`src/rtl/bin_dec_scan_pkg.sv`:
```
// Shared types and constants for the bin_dec_scan decoder family.
// Holds the FSM state encoding, mode encodings and the output-width helper.
package bin_dec_pkg;

    typedef enum logic [1:0] {
        IDLE = 2'd0,
        HOLD = 2'd1,
        SCAN = 2'd2
    } state_e;

    localparam logic MODE_DECODE = 1'b0;
    localparam logic MODE_SCAN   = 1'b1;

    function automatic int out_w(input int in_w);
        return 1 << in_w;
    endfunction

endpackage

```
`src/rtl/bin_dec_scan_if.sv`:
```
// Control/data bundle between a host and bin_dec_scan.
// The host drives code, mode and dwell; the decoder returns the one-hot select and status.
interface bin_dec_scan_if
    import bin_dec_pkg::*;
#(
    parameter int IN_W    = 4,
    parameter int DWELL_W = 8
);
    localparam int OUT_W = out_w(IN_W);

    logic               en;
    logic               mode;
    logic               in_valid;
    logic               in_ready;
    logic [IN_W-1:0]    in_code;
    logic [DWELL_W-1:0] dwell;
    logic [OUT_W-1:0]   bcode;
    logic [IN_W-1:0]    code;
    logic               out_valid;
    logic               wrap;

    modport master (
        output en, mode, in_valid, in_code, dwell,
        input  in_ready, bcode, code, out_valid, wrap
    );

    modport slave (
        input  en, mode, in_valid, in_code, dwell,
        output in_ready, bcode, code, out_valid, wrap
    );

endinterface

```
`src/rtl/bin_dec_scan_core.sv`:
```
// Combinational IN_W-to-2**IN_W one-hot decoder with enable.
// Built recursively: the MSB steers the enable into one of two half-width decoders.
module bin_dec_core
    import bin_dec_pkg::*;
#(
    parameter int IN_W = 4
) (
    input  logic                    i_en,
    input  logic [IN_W-1:0]         i_in,
    output logic [out_w(IN_W)-1:0]  o_bcode
);

    generate
        if (IN_W == 1) begin : g_leaf
            assign o_bcode = {i_en & i_in[0], i_en & ~i_in[0]};
        end else begin : g_split
            localparam int HALF = out_w(IN_W - 1);

            logic w_en_lo;
            logic w_en_hi;

            assign w_en_lo = i_en & ~i_in[IN_W-1];
            assign w_en_hi = i_en &  i_in[IN_W-1];

            bin_dec_core #(.IN_W(IN_W - 1)) u_lo (
                .i_en    (w_en_lo),
                .i_in    (i_in[IN_W-2:0]),
                .o_bcode (o_bcode[HALF-1:0])
            );

            bin_dec_core #(.IN_W(IN_W - 1)) u_hi (
                .i_en    (w_en_hi),
                .i_in    (i_in[IN_W-2:0]),
                .o_bcode (o_bcode[2*HALF-1:HALF])
            );
        end
    endgenerate

endmodule

```
`src/rtl/bin_dec_scan.sv`:
```
// Registered binary decoder with a handshake DECODE mode and a self-running SCAN mode.
// bcode is always the registered decode of (code, out_valid), so it never glitches.
module bin_dec_scan
    import bin_dec_pkg::*;
#(
    parameter int IN_W    = 4,
    parameter int DWELL_W = 8
) (
    input  logic          clk,
    input  logic          rst_n,
    bin_dec_scan_if.slave bus
);

    localparam int OUT_W = out_w(IN_W);

    state_e             r_state,     w_state_nxt;
    logic [IN_W-1:0]    r_code,      w_code_nxt;
    logic [DWELL_W-1:0] r_dwell_cnt, w_dwell_cnt_nxt;
    logic [DWELL_W-1:0] r_dwell_lim, w_dwell_lim_nxt;
    logic               r_out_valid, w_en_nxt;
    logic               r_wrap,      w_wrap_nxt;
    logic [OUT_W-1:0]   r_bcode,     w_bcode_nxt;
    logic               w_accept;

    assign bus.in_ready = bus.en & (bus.mode == MODE_DECODE) & rst_n;
    assign w_accept     = bus.in_valid & bus.in_ready;

    always_comb begin
        // NOTE: every output of this block gets a default first so no path can infer a latch.
        w_state_nxt     = r_state;
        w_code_nxt      = r_code;
        w_dwell_cnt_nxt = r_dwell_cnt;
        w_dwell_lim_nxt = r_dwell_lim;
        w_en_nxt        = r_out_valid;
        w_wrap_nxt      = 1'b0;

        if (!bus.en) begin
            w_state_nxt     = IDLE;
            w_en_nxt        = 1'b0;
            w_dwell_cnt_nxt = '0;
        end else if (bus.mode == MODE_DECODE) begin
            w_dwell_cnt_nxt = '0;
            if (w_accept) begin
                w_code_nxt  = bus.in_code;
                w_en_nxt    = 1'b1;
                w_state_nxt = HOLD;
            end else begin
                // Leaving SCAN freezes the current select; IDLE stays dark.
                w_state_nxt = r_out_valid ? HOLD : IDLE;
            end
        end else if (r_state != SCAN) begin
            w_state_nxt     = SCAN;
            w_en_nxt        = 1'b1;
            w_dwell_cnt_nxt = '0;
            w_dwell_lim_nxt = bus.dwell;
        end else if (r_dwell_cnt == r_dwell_lim) begin
            w_code_nxt      = r_code + IN_W'(1);
            w_dwell_cnt_nxt = '0;
            w_dwell_lim_nxt = bus.dwell;
            w_wrap_nxt      = &r_code;
        end else begin
            w_dwell_cnt_nxt = r_dwell_cnt + DWELL_W'(1);
        end
    end

    bin_dec_core #(.IN_W(IN_W)) u_core (
        .i_en    (w_en_nxt),
        .i_in    (w_code_nxt),
        .o_bcode (w_bcode_nxt)
    );

    always_ff @(posedge clk or negedge rst_n) begin
        if (!rst_n) begin
            r_state     <= IDLE;
            r_code      <= '0;
            r_dwell_cnt <= '0;
            r_dwell_lim <= '0;
            r_out_valid <= 1'b0;
            r_wrap      <= 1'b0;
            r_bcode     <= '0;
        end else begin
            // NOTE: state registers use non-blocking assignments so all update together at the edge.
            r_state     <= w_state_nxt;
            r_code      <= w_code_nxt;
            r_dwell_cnt <= w_dwell_cnt_nxt;
            r_dwell_lim <= w_dwell_lim_nxt;
            r_out_valid <= w_en_nxt;
            r_wrap      <= w_wrap_nxt;
            r_bcode     <= w_bcode_nxt;
        end
    end

    assign bus.bcode     = r_bcode;
    assign bus.code      = r_code;
    assign bus.out_valid = r_out_valid;
    assign bus.wrap      = r_wrap;

endmodule

```
`src/flat_wrapper.sv`:
```
// flat-port wrapper written by rule: the top's interface ports become plain ports
module bin_dec_scan_flat import bin_dec_pkg::*;
#(
    parameter int IN_W    = 4,
    parameter int DWELL_W = 8
)
  (clk, rst_n, bus_en, bus_mode, bus_in_valid, bus_in_code, bus_dwell, bus_in_ready, bus_bcode, bus_code, bus_out_valid, bus_wrap);
  bin_dec_scan_if #(.IN_W(IN_W), .DWELL_W(DWELL_W)) bus_i ();
  input  logic clk;
  input  logic rst_n;
  input wire logic [$bits(bus_i.en)-1:0] bus_en;
  input wire logic [$bits(bus_i.mode)-1:0] bus_mode;
  input wire logic [$bits(bus_i.in_valid)-1:0] bus_in_valid;
  input wire logic [$bits(bus_i.in_code)-1:0] bus_in_code;
  input wire logic [$bits(bus_i.dwell)-1:0] bus_dwell;
  output wire logic [$bits(bus_i.in_ready)-1:0] bus_in_ready;
  output wire logic [$bits(bus_i.bcode)-1:0] bus_bcode;
  output wire logic [$bits(bus_i.code)-1:0] bus_code;
  output wire logic [$bits(bus_i.out_valid)-1:0] bus_out_valid;
  output wire logic [$bits(bus_i.wrap)-1:0] bus_wrap;
  assign bus_i.en = bus_en;
  assign bus_i.mode = bus_mode;
  assign bus_i.in_valid = bus_in_valid;
  assign bus_i.in_code = bus_in_code;
  assign bus_i.dwell = bus_dwell;
  assign bus_in_ready = bus_i.in_ready;
  assign bus_bcode = bus_i.bcode;
  assign bus_code = bus_i.code;
  assign bus_out_valid = bus_i.out_valid;
  assign bus_wrap = bus_i.wrap;
  bin_dec_scan #(.IN_W(IN_W), .DWELL_W(DWELL_W)) u_core (.clk(clk), .rst_n(rst_n), .bus(bus_i));
endmodule
```
`config.mk`:
```
export PLATFORM = sky130hd
export DESIGN_NAME = bin_dec_scan_flat
export DESIGN_NICKNAME = d
export VERILOG_FILES = /design/src/rtl/bin_dec_scan_pkg.sv /design/src/rtl/bin_dec_scan_if.sv /design/src/rtl/bin_dec_scan_core.sv /design/src/rtl/bin_dec_scan.sv /design/src/flat_wrapper.sv
export SDC_FILE = /design/constraint.sdc
export NUM_CORES = 1
export LEC_CHECK = 0
export ABC_AREA = 1
export CORE_UTILIZATION = 53
export CTS_BUF_LIST = sky130_fd_sc_hd__clkbuf_2
export CTS_CLUSTER_DIAMETER = 50
export DETAILED_ROUTE_END_ITERATION = 8
export PLACE_DENSITY_LB_ADDON = 0.08
export SYNTH_ARGS = -nofsm -noshare
export SYNTH_HDL_FRONTEND = slang
export SYNTH_SLANG_ARGS = --single-unit
```
`constraint.sdc`:
```
create_clock -name clk -period 1.9 [get_ports clk]
set_clock_uncertainty 0.05 [all_clocks]
set_input_delay 0.285 -clock clk [delete_from_list [all_inputs] [get_ports clk]]
set_output_delay 0.285 -clock clk [all_outputs]
set_load 0.1 [all_outputs]
```
Yosys cells after proc, flatten, opt, wreduce, memory -nomap -nowiden

Cells that the tools add are included.

Memory bits (writable): 0
Bits in latches: 0
Word-level logic and storage cells: 77
Flip-flop bits (word level): 40
Output and inout port bits: 23
Memories kept: 0
Bits in read-only memories: 0
Bits of input ports: 17

Magnitude comparators: 0
Bitwise gates (word level): 38
Mux-type cells: 24
Divide/modulo/power cells: 0
Add/subtract/negate cells: 2
Equality and inequality tests: 3
Reduce and logical (&&, ||, !) cells: 3
Multiply operators: 0
Shift operators: 0

Operators with widths:

| kind                                          | number |
|---|---|
| two-way mux 8 bit                             | 6 |
| AND 1 bit                                     | 33 |
| two-way mux 4 bit                             | 5 |
| two-way mux 1 bit                             | 9 |
| adder 8 x 1 -> 8 bit, second input constant   | 1 |
| equality test 8 bit                           | 1 |
| two-way mux 2 bit                             | 4 |
| inverter 1 bit                                | 5 |
| adder 4 x 1 -> 4 bit, second input constant   | 1 |
| AND reduction 4 bit                           | 1 |
| != test 3 x 2 -> 1 bit, second input constant | 1 |
| AND reduction 3 bit                           | 1 |
| != test 2 bit, second input constant          | 1 |
| nonzero test 2 bit                            | 1 |

Depth between registers and ports, before layout

Gate-level depths: netlist (run 1).

Word-level depth: 12
Depth in mapped cells: 14
Depth with buffers taken out: 14

Hierarchy

Synthesis (run 1) repeated with hierarchy kept, for this count alone.

Cells, all modules: 242
Area total of the unflattened synthesis: 1,973.1 sq um

Modules (own cells, without submodules):

| module       | cells an instance | area an instance (sq um) | instances | seq. area each (sq um) |
|---|---|---|---|---|
| bin_dec_scan | 182               | 1,710.4                  | 1         | 1,001.0 |
| bin_dec_core | 4                 | 17.5                     | 15        | 0.0 |

Least setup slack after synthesis (run 1)

No wires, ideal clock.

Path kind: input to register
From: in bus_en
To: reg u_core.r_bcode[13], in the netlist u_core.bus.bcode[13]
Slack: -0.555 ns
Buffers on the path: 1
Setup time: 0.073 ns
Arrival time: 2.332 ns
Stages on the path: 13
Required time: 1.777 ns
Cells stage by stage: buf_2 -> nand2_1 -> nor2_2 -> nand2_2 -> inv_2 -> nand2_1 -> o21ai_1 -> a21oi_1 -> nand2_1 -> nand2_1 -> nor2_1 -> nand3_1 -> nor2_1

Word-level cells in the longest chain between the ends: 10
Elaborated cells on any way between the ends: 14
Classes of those cells: 6 x mux; 8 x bitwise

Ends and longest elaborated chain:

| item                                                                      | line                    | source |
|---|---|---|
| from (decl)                                                               | flat_wrapper.sv:11      | `input wire logic [$bits(bus_i.en)-1:0] bus_en;` |
| AND 1 bit * (2 in series)                                                 | bin_dec_scan.sv:25      | `assign bus.in_ready = bus.en & (bus.mode == MODE_DECODE) & rst_n;` |
| named net bus_in_ready                                                    | flat_wrapper.sv:16      | `output wire logic [$bits(bus_i.in_ready)-1:0] bus_in_ready;` |
| AND 1 bit *                                                               | bin_dec_scan.sv:26      | `assign w_accept = bus.in_valid & bus.in_ready;` |
| two-way mux 1 bit or two-way mux 4 bit (tied branches)                    | bin_dec_scan.sv:43      | `if (w_accept) begin` |
| two-way mux 1 bit or two-way mux 4 bit (tied branches)                    | bin_dec_scan.sv:41      | `end else if (bus.mode == MODE_DECODE) begin` |
| two-way mux 1 bit or two-way mux 4 bit (tied branches)                    | bin_dec_scan.sv:37      | `if (!bus.en) begin` |
| AND 1 bit (2 in series)                                                   | bin_dec_scan_core.sv:23 | `assign w_en_hi = i_en & i_in[IN_W-1];` |
| AND 1 bit                                                                 | bin_dec_scan_core.sv:22 | `assign w_en_lo = i_en & ~i_in[IN_W-1];` |
| AND 1 bit *                                                               | bin_dec_scan_core.sv:15 | `assign o_bcode = {i_en & i_in[0], i_en & ~i_in[0]};` |
| named net u_core.u_core.g_split.u_hi.g_split.u_hi.g_split.u_lo.o_bcode[1] | bin_dec_scan_core.sv:10 | `output logic [out_w(IN_W)-1:0] o_bcode` |
| to (signal assigned)                                                      | bin_dec_scan.sv:89      | `r_bcode <= w_bcode_nxt;` |
| to (decl)                                                                 | bin_dec_scan.sv:22      | `logic [OUT_W-1:0] r_bcode, w_bcode_nxt;` |

The timed path passes the listed nets; every way through them passes the cells marked *.
A chain may end at the register's enable or synchronous reset.

Final worst setup path (run 1)

From: reg u_core.r_dwell_cnt[6]
To: reg u_core.r_bcode[3], in the netlist u_core.bus.bcode[3]

Word-level cells in the longest chain between the ends: 10
Elaborated cells on any way between the ends: 11
Classes of those cells: 1 x eq/ne; 4 x mux; 6 x bitwise

Ends and longest elaborated chain:

| item                                                                      | line                    | source |
|---|---|---|
| from (decl)                                                               | bin_dec_scan.sv:18      | `logic [DWELL_W-1:0] r_dwell_cnt, w_dwell_cnt_nxt;` |
| from (signal assigned)                                                    | bin_dec_scan.sv:85      | `r_dwell_cnt <= w_dwell_cnt_nxt;` |
| equality test 8 bit *                                                     | bin_dec_scan.sv:56      | `end else if (r_dwell_cnt == r_dwell_lim) begin` |
| two-way mux 4 bit *                                                       | bin_dec_scan.sv:56      |  |
| two-way mux 4 bit *                                                       | bin_dec_scan.sv:51      | `end else if (r_state != SCAN) begin` |
| two-way mux 4 bit *                                                       | bin_dec_scan.sv:41      |  |
| two-way mux 4 bit *                                                       | bin_dec_scan.sv:37      |  |
| inverter 1 bit                                                            | bin_dec_scan_core.sv:22 |  |
| AND 1 bit (2 in series)                                                   | bin_dec_scan_core.sv:22 |  |
| AND 1 bit                                                                 | bin_dec_scan_core.sv:23 |  |
| AND 1 bit *                                                               | bin_dec_scan_core.sv:15 |  |
| named net u_core.u_core.g_split.u_lo.g_split.u_lo.g_split.u_hi.o_bcode[1] | bin_dec_scan_core.sv:10 |  |

Marks and branches as above.

==> results.md, run 1 <==
* Fin area at 0.00270 mm2
* First-pass GRT wire length at 7140 um
* Worst R2R Path Depth at 12
* Clock sinks at 40
* Met1 Usage GRT at 29.0%
* Top Ports at 40
* VDD IR max at 0.662 mV
* Antenna viol nets, final at 0
* XOR/XNOR Fraction of Synth Area at 2.20%
* Initial antenna violation count at 0
* Crit end category: flop
* Fillcell total at 224
* Die height at around 62 um
* Core Box Area at 0.00342 mm2
* CP startpoint kind: flop
* Crit Path Category: reg2reg
* Synth Area in Adders at 1.30%
* Drt first-iter violations at 45
* WL per Instance at about 12 um
* YS warnings at 0
* Worst setup path startpoint: u_core.r_dwell_cnt[6]
* FF/Latch Area at roughly 0.001 mm2
* Post-synthesis simple-gate area fraction at 28.7%
* RePlAce Congestion at 0.874
* Fmax at 543 MHz
* Remaining DRCs at 0
* Final hold violation count at 0
* Vias in the first global route at ~1700
* Fin Setup TNS at 0 ns
* Largest family of logic cells by synthesized area: simple AND/OR/NAND/NOR gates
* Slew Limit Fails at 0
* Buffers on Ports at 39
* GRT Util Overall at 23.7%
* Critical path's most frequent cell: nand2_2
* RSZ-0062 raised after global routing: yes
* Post-synthesis mux area share at 0%
* R2R Path Start: u_core.r_dwell_cnt[6]
* HP Class: in2async
* Post-Syn Instances at roughly 240
* Final period util at 96.9%
* Slew HR at approximately 68%
* Routed WL at 4260 um
* Multi-input gate area in the final layout at 913 um2
* Outcome: complete, no violations
* Diodes inserted at 0
* Fraction of final layout cells sized beyond drive strength 1 at 37.6%
* Worst path slowest cell: dfrtp_1
* Maximum root-to-sink buffer count at 2
* Syn_nets at 257
* Die width at 62.3 um
* Netlist cell types at 28
* Synth Register Bits at 40
* Post-layout net count at between 300 and 400
* Busiest layer in global routing: met2
* TritonCTS clock tree: done
* Clk slew on worst S/H paths at 0.22 ns
* Via-per-instance ratio at 4.99
* Crit-path cells: inv_1 -> nand2_2 -> nand2_2 -> nor2_4 -> nand2_2 -> nor2_4 -> nand3_1 -> nand3_1 -> nand2_2 -> a21oi_4 -> nand3_1 -> nor2_1
* Avg Inst Size Synth at 8.11 um2
* Largest net degree at the start of global routing at 41
* Synth Area in Compound Gates at 6.87%
* R2r endpoint: u_core.bus.bcode[3]
* Worst slew pin tran at 0.487 ns
* CP endpoint: u_core.bus.bcode[3]
* DP Area at 0.00243 mm2
* Initial Util at 56.5%
* Delay of the slowest critical-path stage at 0.42 ns
* H-tree depth at 2
* Met2 usage at 41.2%
* DP Wirelength at about 3000 um
* Critical Path AT at 2.14 ns
* Post-route minimum period at 1.84 ns
* Maxcap violations at 0
* Via count at around 1700
* Grt total ovfl at 0
* Leak at 1.34 nW
* Area growth, synth to finish at 39.7%
* CTS buffer count at 5
* Syn Std Cell Area at 0.00193 mm2
* Die area at 0.00389 mm2
* TritonRoute pass-1 iters at 4
* Met3 usage at 4.60%
* P per Cell Area at 796 mW/mm2
* Number of setup violations in the final report at 0
* Clk Latency, worst-skew pair at 0.40 ns
* Crit Path Max Fanout at 4
* Post-synthesis sequential area ratio at 51.9%
* Standard-cell rows at 21
* Internal reg-to-reg setup slack at slightly below 0.06 ns
* Root Driver: clkbuf_2
* Worst Path Required at 2.20 ns
stage by stage:
stage          total power, mW  instances  utilization, %  hold WS [ns]  setup slack (ns)
6_report                  2.15        349            78.9         0.381            0.0593
5_1_grt                   2.25        349            78.9         0.372           -0.0740
4_1_cts                   2.06        343            73.4         0.369           0.00147
3_5_place_dp              1.68        333            71.2         0.334            -0.211
3_3_place_gp              1.67        333            71.2         0.336            -0.213
2_1_floorplan             1.49        238               -       -0.0606            -0.132
worst min-delay path by stage:
stage / end / depth (start not counted) / startpoint
2_1_floorplan: u_core.bus.bcode[0] / 0 / rst_n
3_3_place_gp: u_core.r_dwell_lim[1] / 2 / rst_n
3_5_place_dp: u_core.r_dwell_cnt[1] / 2 / rst_n
4_1_cts: u_core.r_dwell_lim[7] / 3 / bus_dwell[7]
5_1_grt: u_core.r_dwell_lim[4] / 3 / bus_dwell[4]
6_report: u_core.r_state[1] / 3 / rst_n
cell usage after synthesis:
cell	count	area share, %
inv_4	1	0.32
nor3_1	4	1.0
nand4_1	1	0.32
nor2_4	1	0.58
inv_2	9	1.8
or2_1	1	0.32
o21ai_1	2	0.52
clkinv_1	1	0.19
ha_1	2	1.3
nor2_1	40	7.8
nand4_4	1	1.1
a21oi_1	13	3.4
nand3_1	17	4.4
buf_2	3	0.78
nand3_2	1	0.52
xor2_1	2	0.91
o21ai_0	3	0.78
inv_1	31	6.0
nand2_2	2	0.65
xor2_2	1	0.84
xnor2_1	1	0.45
dfrtp_1	40	52
nor3b_1	1	0.39
a21oi_2	2	0.91
nand2_1	51	9.9
a221oi_1	1	0.45
o21ai_4	1	0.84
nor2_2	5	1.6
routing by layer:
| metal | routed length (um) | vias up |
|---|---|---|
| met5 | 0 | - |
| li1 | - | 858 |
| met1 | 1770 | 840 |
| met2 | 2260 | 36 |
| met4 | 51 | 0 |
| met3 | 177 | 6 |
where the power goes:
group | leakage [nW] | total [mW] | internal (mW) | switching [mW]
Combinational | 0.790 | 0.801 | 0.229 | 0.573
Clock | 0.0327 | 0.378 | 0.0890 | 0.289
Sequential | 0.513 | 0.967 | 0.918 | 0.0485
kinds of logic (layout without fill, tap and decap cells):
group | after synthesis | after routing
and+or+nand+nor | 125 | 125
AOI/OAI and AO/OA | 22 | 22
adders and majority gates | 2 | 2
xor gates and xnor gates | 4 | 4
DFF | 40 | 40
buffers and inverters | 45 | 110
layout by cell type, fill, tap and decap left out, drive strengths merged:
cell,count
nand4,2
a21oi,15
inv,41
nand2,53
xor2,3
ha,2
clkbuf,5
a221oi,1
o21ai,6
clkdlybuf4s50,15
xnor2,1
clkinv,4
or2,1
nor2,46
nand3,18
dfrtp,40
dlygate4sd3,1
buf,44
nor3b,1
nor3,4
registers in the layout (all words and copies together) (netlist names):
name	cells
u_core.r_dwell_lim	8
u_core.bus.code	4
u_core.r_state	2
u_core.bus.wrap	1
u_core.bus.bcode	16
u_core.r_dwell_cnt	8
u_core.bus.out_valid	1
cell type report:
type / instances / share of cell area (%)
Clock buffer: 5 / 0.929
Clock inverter: 3 / 0.696
Inverter: 42 / 6.04
Multi-Input combinational cell: 153 / 33.9
Sequential cell: 40 / 37.3
Tap cell: 46 / 2.14
Timing Repair Buffer: 60 / 19.0
critical path: cells and delay by family, from the launching register on:
kind / cells / cell delay (ns)
AND/OR/NAND/NOR: 10 / 1.03
flip-flops: 1 / 0.42
AO/OA/AOI/OAI: 1 / 0.21
buffers and inverters: 1 / 0.06
what timing repair did:
action	CTS	global route
hold buffers	1	0
setup endpoints to repair	8	17
buffers inserted	1	6
resized for setup	2	39
pin swaps	0	24
endpoints found under the hold margin	40	0
Power figures use the tool's default switching activity.
==> inputs of run 2 (changes only) <==
--- a/config.mk
+++ b/config.mk
@@ -13,4 +13,5 @@
 export PLACE_DENSITY_LB_ADDON = 0.08
 export SYNTH_ARGS = -nofsm -noshare
 export SYNTH_HDL_FRONTEND = slang
+export SYNTH_HIERARCHICAL = 1
 export SYNTH_SLANG_ARGS = --single-unit
==> run 2 against run 1 <==
Against the previous run:
- global-route usage increased by 0.58 points
- worst setup slack got worse by 0.14 ns
- the flow now finishes with violations (negative setup slack)
- cell area increased by 5.8%
- cell count increased by 6.9%
- critical path type unchanged
- count of clock-buffer cells in the layout unchanged
- maximum frequency decreased by 7.0%
- critical endpoint is now u_core/bus.bcode[0]
- clock power increased by 45%
- register-to-register slack got worse by 0.14 ns
- synthesized area increased by 2.3%
- sequential power decreased by 0.4%
- worst hold slack got worse by 0.038 ns
==> results.md, run 2 <==
* Initial antenna violation count at 0 (unchanged)
* Top-area cell type share of the netlist area at 50.7% (-1.2 points)
* Maximum root-to-sink buffer count at 2 (unchanged)
* Leak at 1.53 nW (+15%)
* Critical Path AT at 2.32 ns (+0.18 ns)
* Buffers on Ports at 39 (unchanged)
* Failing checks: negative setup slack
* Largest net degree at the start of global routing at 41 (unchanged)
* Vias in the first global route at 1632 (-4.4%)
* Util after Layout at 82.9% (+4.0 points)
* Worst setup margin at -0.0793 ns (-0.139 ns)
* First-pass GRT wire length at 7180 um (+0.57%)
* List of most frequent post-synthesis cells: nand2_1 (60), inv_1 (54), dfrtp_1 (40), nor2_2 (16)
* Synth Flop Type: dfrtp_1
* Max FFs per register at 16 (unchanged)
* WL per Instance at 11.9 um (-2.8%)
* Switching Share at 39.2% (-3.2 points)
* Crit-path cells: inv_2 -> nand2_1 -> nand2_1 -> nand2_1 -> nor2_4 -> nand4_1 -> nand3_2 -> a21oi_4 -> buf_4 -> nor2_4 -> inv_1 -> nor2_2 -> inv_1 -> nor2_2 -> inv_1 -> nor2_2
* Worst Path Required at 2.24 ns (+0.04 ns)
* Netlist cell types at 23 (-18%)
* Remaining DRCs at 0 (unchanged)
* Synth async-reset ratio at 100% (unchanged)
* Slew HR at 67.3% (-0.19 points)
* Crit path max-delay family: simple AND/OR/NAND/NOR gates
* Syn_nets at 261 (+1.6%)
* Worst slew pin tran at 0.490 ns (+0.00286 ns)
* Routed WL at 4430 um (+3.8%)
* Fmax at 505 MHz (-7.0%)
* Die width at 63.0 um (+1.1%)
* VDD IR max at 0.588 mV (-11%)
* Seq pwr share at 41.1% (-3.9 points)
* RSZ-0062 raised after global routing: yes
* Number of setup violations in the final report at 16 (+16)
* Final period util at 104% (+7.3 points)
* Syn Std Cell Area at 0.00197 mm2 (+2.3%)
* Diodes inserted at 0 (unchanged)
* Slew Limit Fails at 0 (unchanged)
* Count leader, synth: nand2_1
* Core Box Area at 0.00344 mm2 (+0.77%)
* Worst path slowest cell: dfrtp_1
* Die height at 63.0 um (+1.1%)
* Post-synth top area cell: dfrtp_1
* Post-layout net count at 345 (+7.5%)
* H-tree depth at 2 (unchanged)
* Synth Register Bits at 40 (unchanged)
* Drt first-iter violations at 125 (+180%)
* Via-per-instance ratio at 4.71 (-5.6%)
* Worst Path Buf+Inv at 5 (+4)
* TritonCTS clock tree: done
* Grt total ovfl at 0 (unchanged)
* Clk Latency, worst-skew pair at 0.43 ns (+0.03 ns)
* Gate power share at 35.6% (-1.7 points)
* Fraction of final layout cells sized beyond drive strength 1 at 36.1% (-1.5 points)
* CP startpoint kind: flop
* GRT Util Overall at 24.3% (+0.58 points)
* Initial Util at 57.3% (+0.84 points)
* Area growth, synth to finish at 44.6%
* Clock sinks at 40 (unchanged)
* Commonest non-fill, non-tap cell in the layout: nand2_1
* Final hold violation count at 0 (unchanged)
* Antenna viol nets, final at 0 (unchanged)
* TritonRoute pass-1 iters at 4 (unchanged)
* HP Class: in2reg
* Via count at 1756 (+0.92%)
* YS warnings at 6 (+6)
* Post-route minimum period at 1.98 ns (+0.139 ns)
* Crit end category: flop
* Root Driver: clkbuf_2
* Delay of the slowest critical-path stage at 0.46 ns (+0.04 ns)
* Crit Path Category: reg2reg
* Outcome: complete, but fails checks
* Clock power share at 23.3% (+5.7 points)
* Int Pwr at 1.43 mW (+15%)
* Die area at 0.00397 mm2 (+2.2%)
* DP Wirelength at 3080 um (+1.8%)
* Standard-cell rows at 21 (unchanged)
* Clk slew on worst S/H paths at 0.24 ns (+0.02 ns)
* Leading cell types in the layout, fill and taps excluded: nand2_1 (56), buf_4 (55), inv_1 (44), dfrtp_1 (37), clkdlybuf4s50_1 (15)
* Avg Inst Size Synth at 8.15 um2 (+0.58%)
* Post-synth EDFFs at 0 (unchanged)
* Crit Path Max Fanout at 5 (+1)
* Maxcap violations at 0 (unchanged)
* Top cells by area, synth: dfrtp_1 (51%), nand2_1 (11%), inv_1 (10%)
* Top Ports at 40 (unchanged)
* CTS buffer count at 5 (unchanged)
* Post-Syn Instances at 242 (+1.7%)
* Fin area at 0.00285 mm2 (+5.8%)
* Fillcell total at 247 (+10%)
* Post-synthesis sequential area ratio at 50.7% (-1.2 points)
* DP Area at 0.00267 mm2 (+9.7%)
* Sw Pwr at 0.919 mW (+0.95%)
* P per Cell Area at 822 mW/mm2 (+3.2%)
* RePlAce Congestion at 0.892 (+2.0%)
run 2: changes by cell type after synthesis, moves of 9 or more:
| cell | delta |
|---|---|
| nor2_2 | +11 |
| inv_1 | +23 |
| inv_2 | -9 |
| nand2_1 | +9 |
| nor2_1 | -26 |
run 2: cell families (layout without fill, tap and decap cells):
| logic type | after synthesis | in the layout | synth area share [%] |
|---|---|---|---|
| compound gates | 20 | 20 | 5.96 |
| xor+xnor | 4 | 4 | 1.78 |
| fa+ha+maj | 2 | 2 | 1.27 |
| buf+inv | 57 | 142 | 11.4 |
| flops | 40 | 40 | 50.7 |
| simple gates | 119 | 119 | 28.9 |
run 2: repair_timing:
item | 4_1_cts | 5_1_grt
hold buffers | 1 | 0
endpoints found under the setup margin | 16 | 19
buffers inserted | 4 | 4
endpoints found under the hold margin | 40 | 0
gates cloned | 0 | 1
resized for setup | 5 | 14
pin swaps | 16 | 13
run 2: area by class of cell:
class | count | area (um2) | area share (%)
clock buffers | 5 | 25.0 | 0.877
clock inverters | 3 | 46.3 | 1.62
inverters | 55 | 206 | 7.24
multi-input cells | 145 | 818 | 28.7
flip-flops and latches | 40 | 1000 | 35.2
well taps | 46 | 57.6 | 2.02
repair buffers | 79 | 694 | 24.3
run 2: metal layers:
metal	part of all wire, %	GRT usage, %	wire length, um	up-vias
li1	-	-	-	897
met4	1.7	11.3	76	0
met2	53	42.6	2330	40
met5	0	0	0	-
met3	3.6	4.93	159	7
met1	42	28.1	1860	812
run 2: worst register-to-register path, cell delays in order, from the launching register on:
cell and delay (ns):
dfrtp_1 0.46, inv_2 0.07, nand2_1 0.05, nand2_1 0.06, nand2_1 0.08, nor2_4 0.18, nand4_1 0.13, nand3_2 0.12
a21oi_4 0.07, buf_4 0.15, nor2_4 0.10, inv_1 0.05, nor2_2 0.09, inv_1 0.06, nor2_2 0.12, inv_1 0.05
nor2_2 0.06
run 2: power groups by stage:
stage	sequential, mW	clock [mW]	combinational [mW]
after detailed placement	0.976	0	0.791
after global placement	0.976	0	0.782
after global routing	0.972	0.595	0.890
after CTS	0.963	0.559	0.806
final	0.963	0.547	0.834
after floorplan	1.23	0	0.253
run 2: worst paths after layout:
path	start	end	slack (ns)	depth (start not counted)
worst max-delay path	u_core/r_dwell_cnt[7]	u_core/bus.bcode[0]	-0.08	16
worst min-delay path	bus_dwell[2]	u_core/r_dwell_lim[2]	0.34	3
worst max register to register	u_core/r_dwell_cnt[7]	u_core/bus.bcode[0]	-0.08	16
worst min register to register	u_core/r_dwell_lim[2]	u_core/r_dwell_lim[2]	0.48	2
max in group asynchronous	rst_n	u_core/r_dwell_lim[5]	1.08	3
min in group asynchronous	rst_n	u_core/bus.wrap	0.36	3
run 2: stage by stage:
stage	cells	hold slack (ns)	power (mW)	TNS (ns)	setup WS, ns
5_1_grt	373	0.333	2.46	-3.18	-0.244
3_5_place_dp	355	0.335	1.77	-4.53	-0.318
6_report	373	0.343	2.34	-0.845	-0.0793
4_1_cts	368	0.325	2.33	-0.579	-0.0858
2_1_floorplan	242	-0.0606	1.49	-3.40	-0.271
3_3_place_gp	355	0.339	1.76	-3.48	-0.238
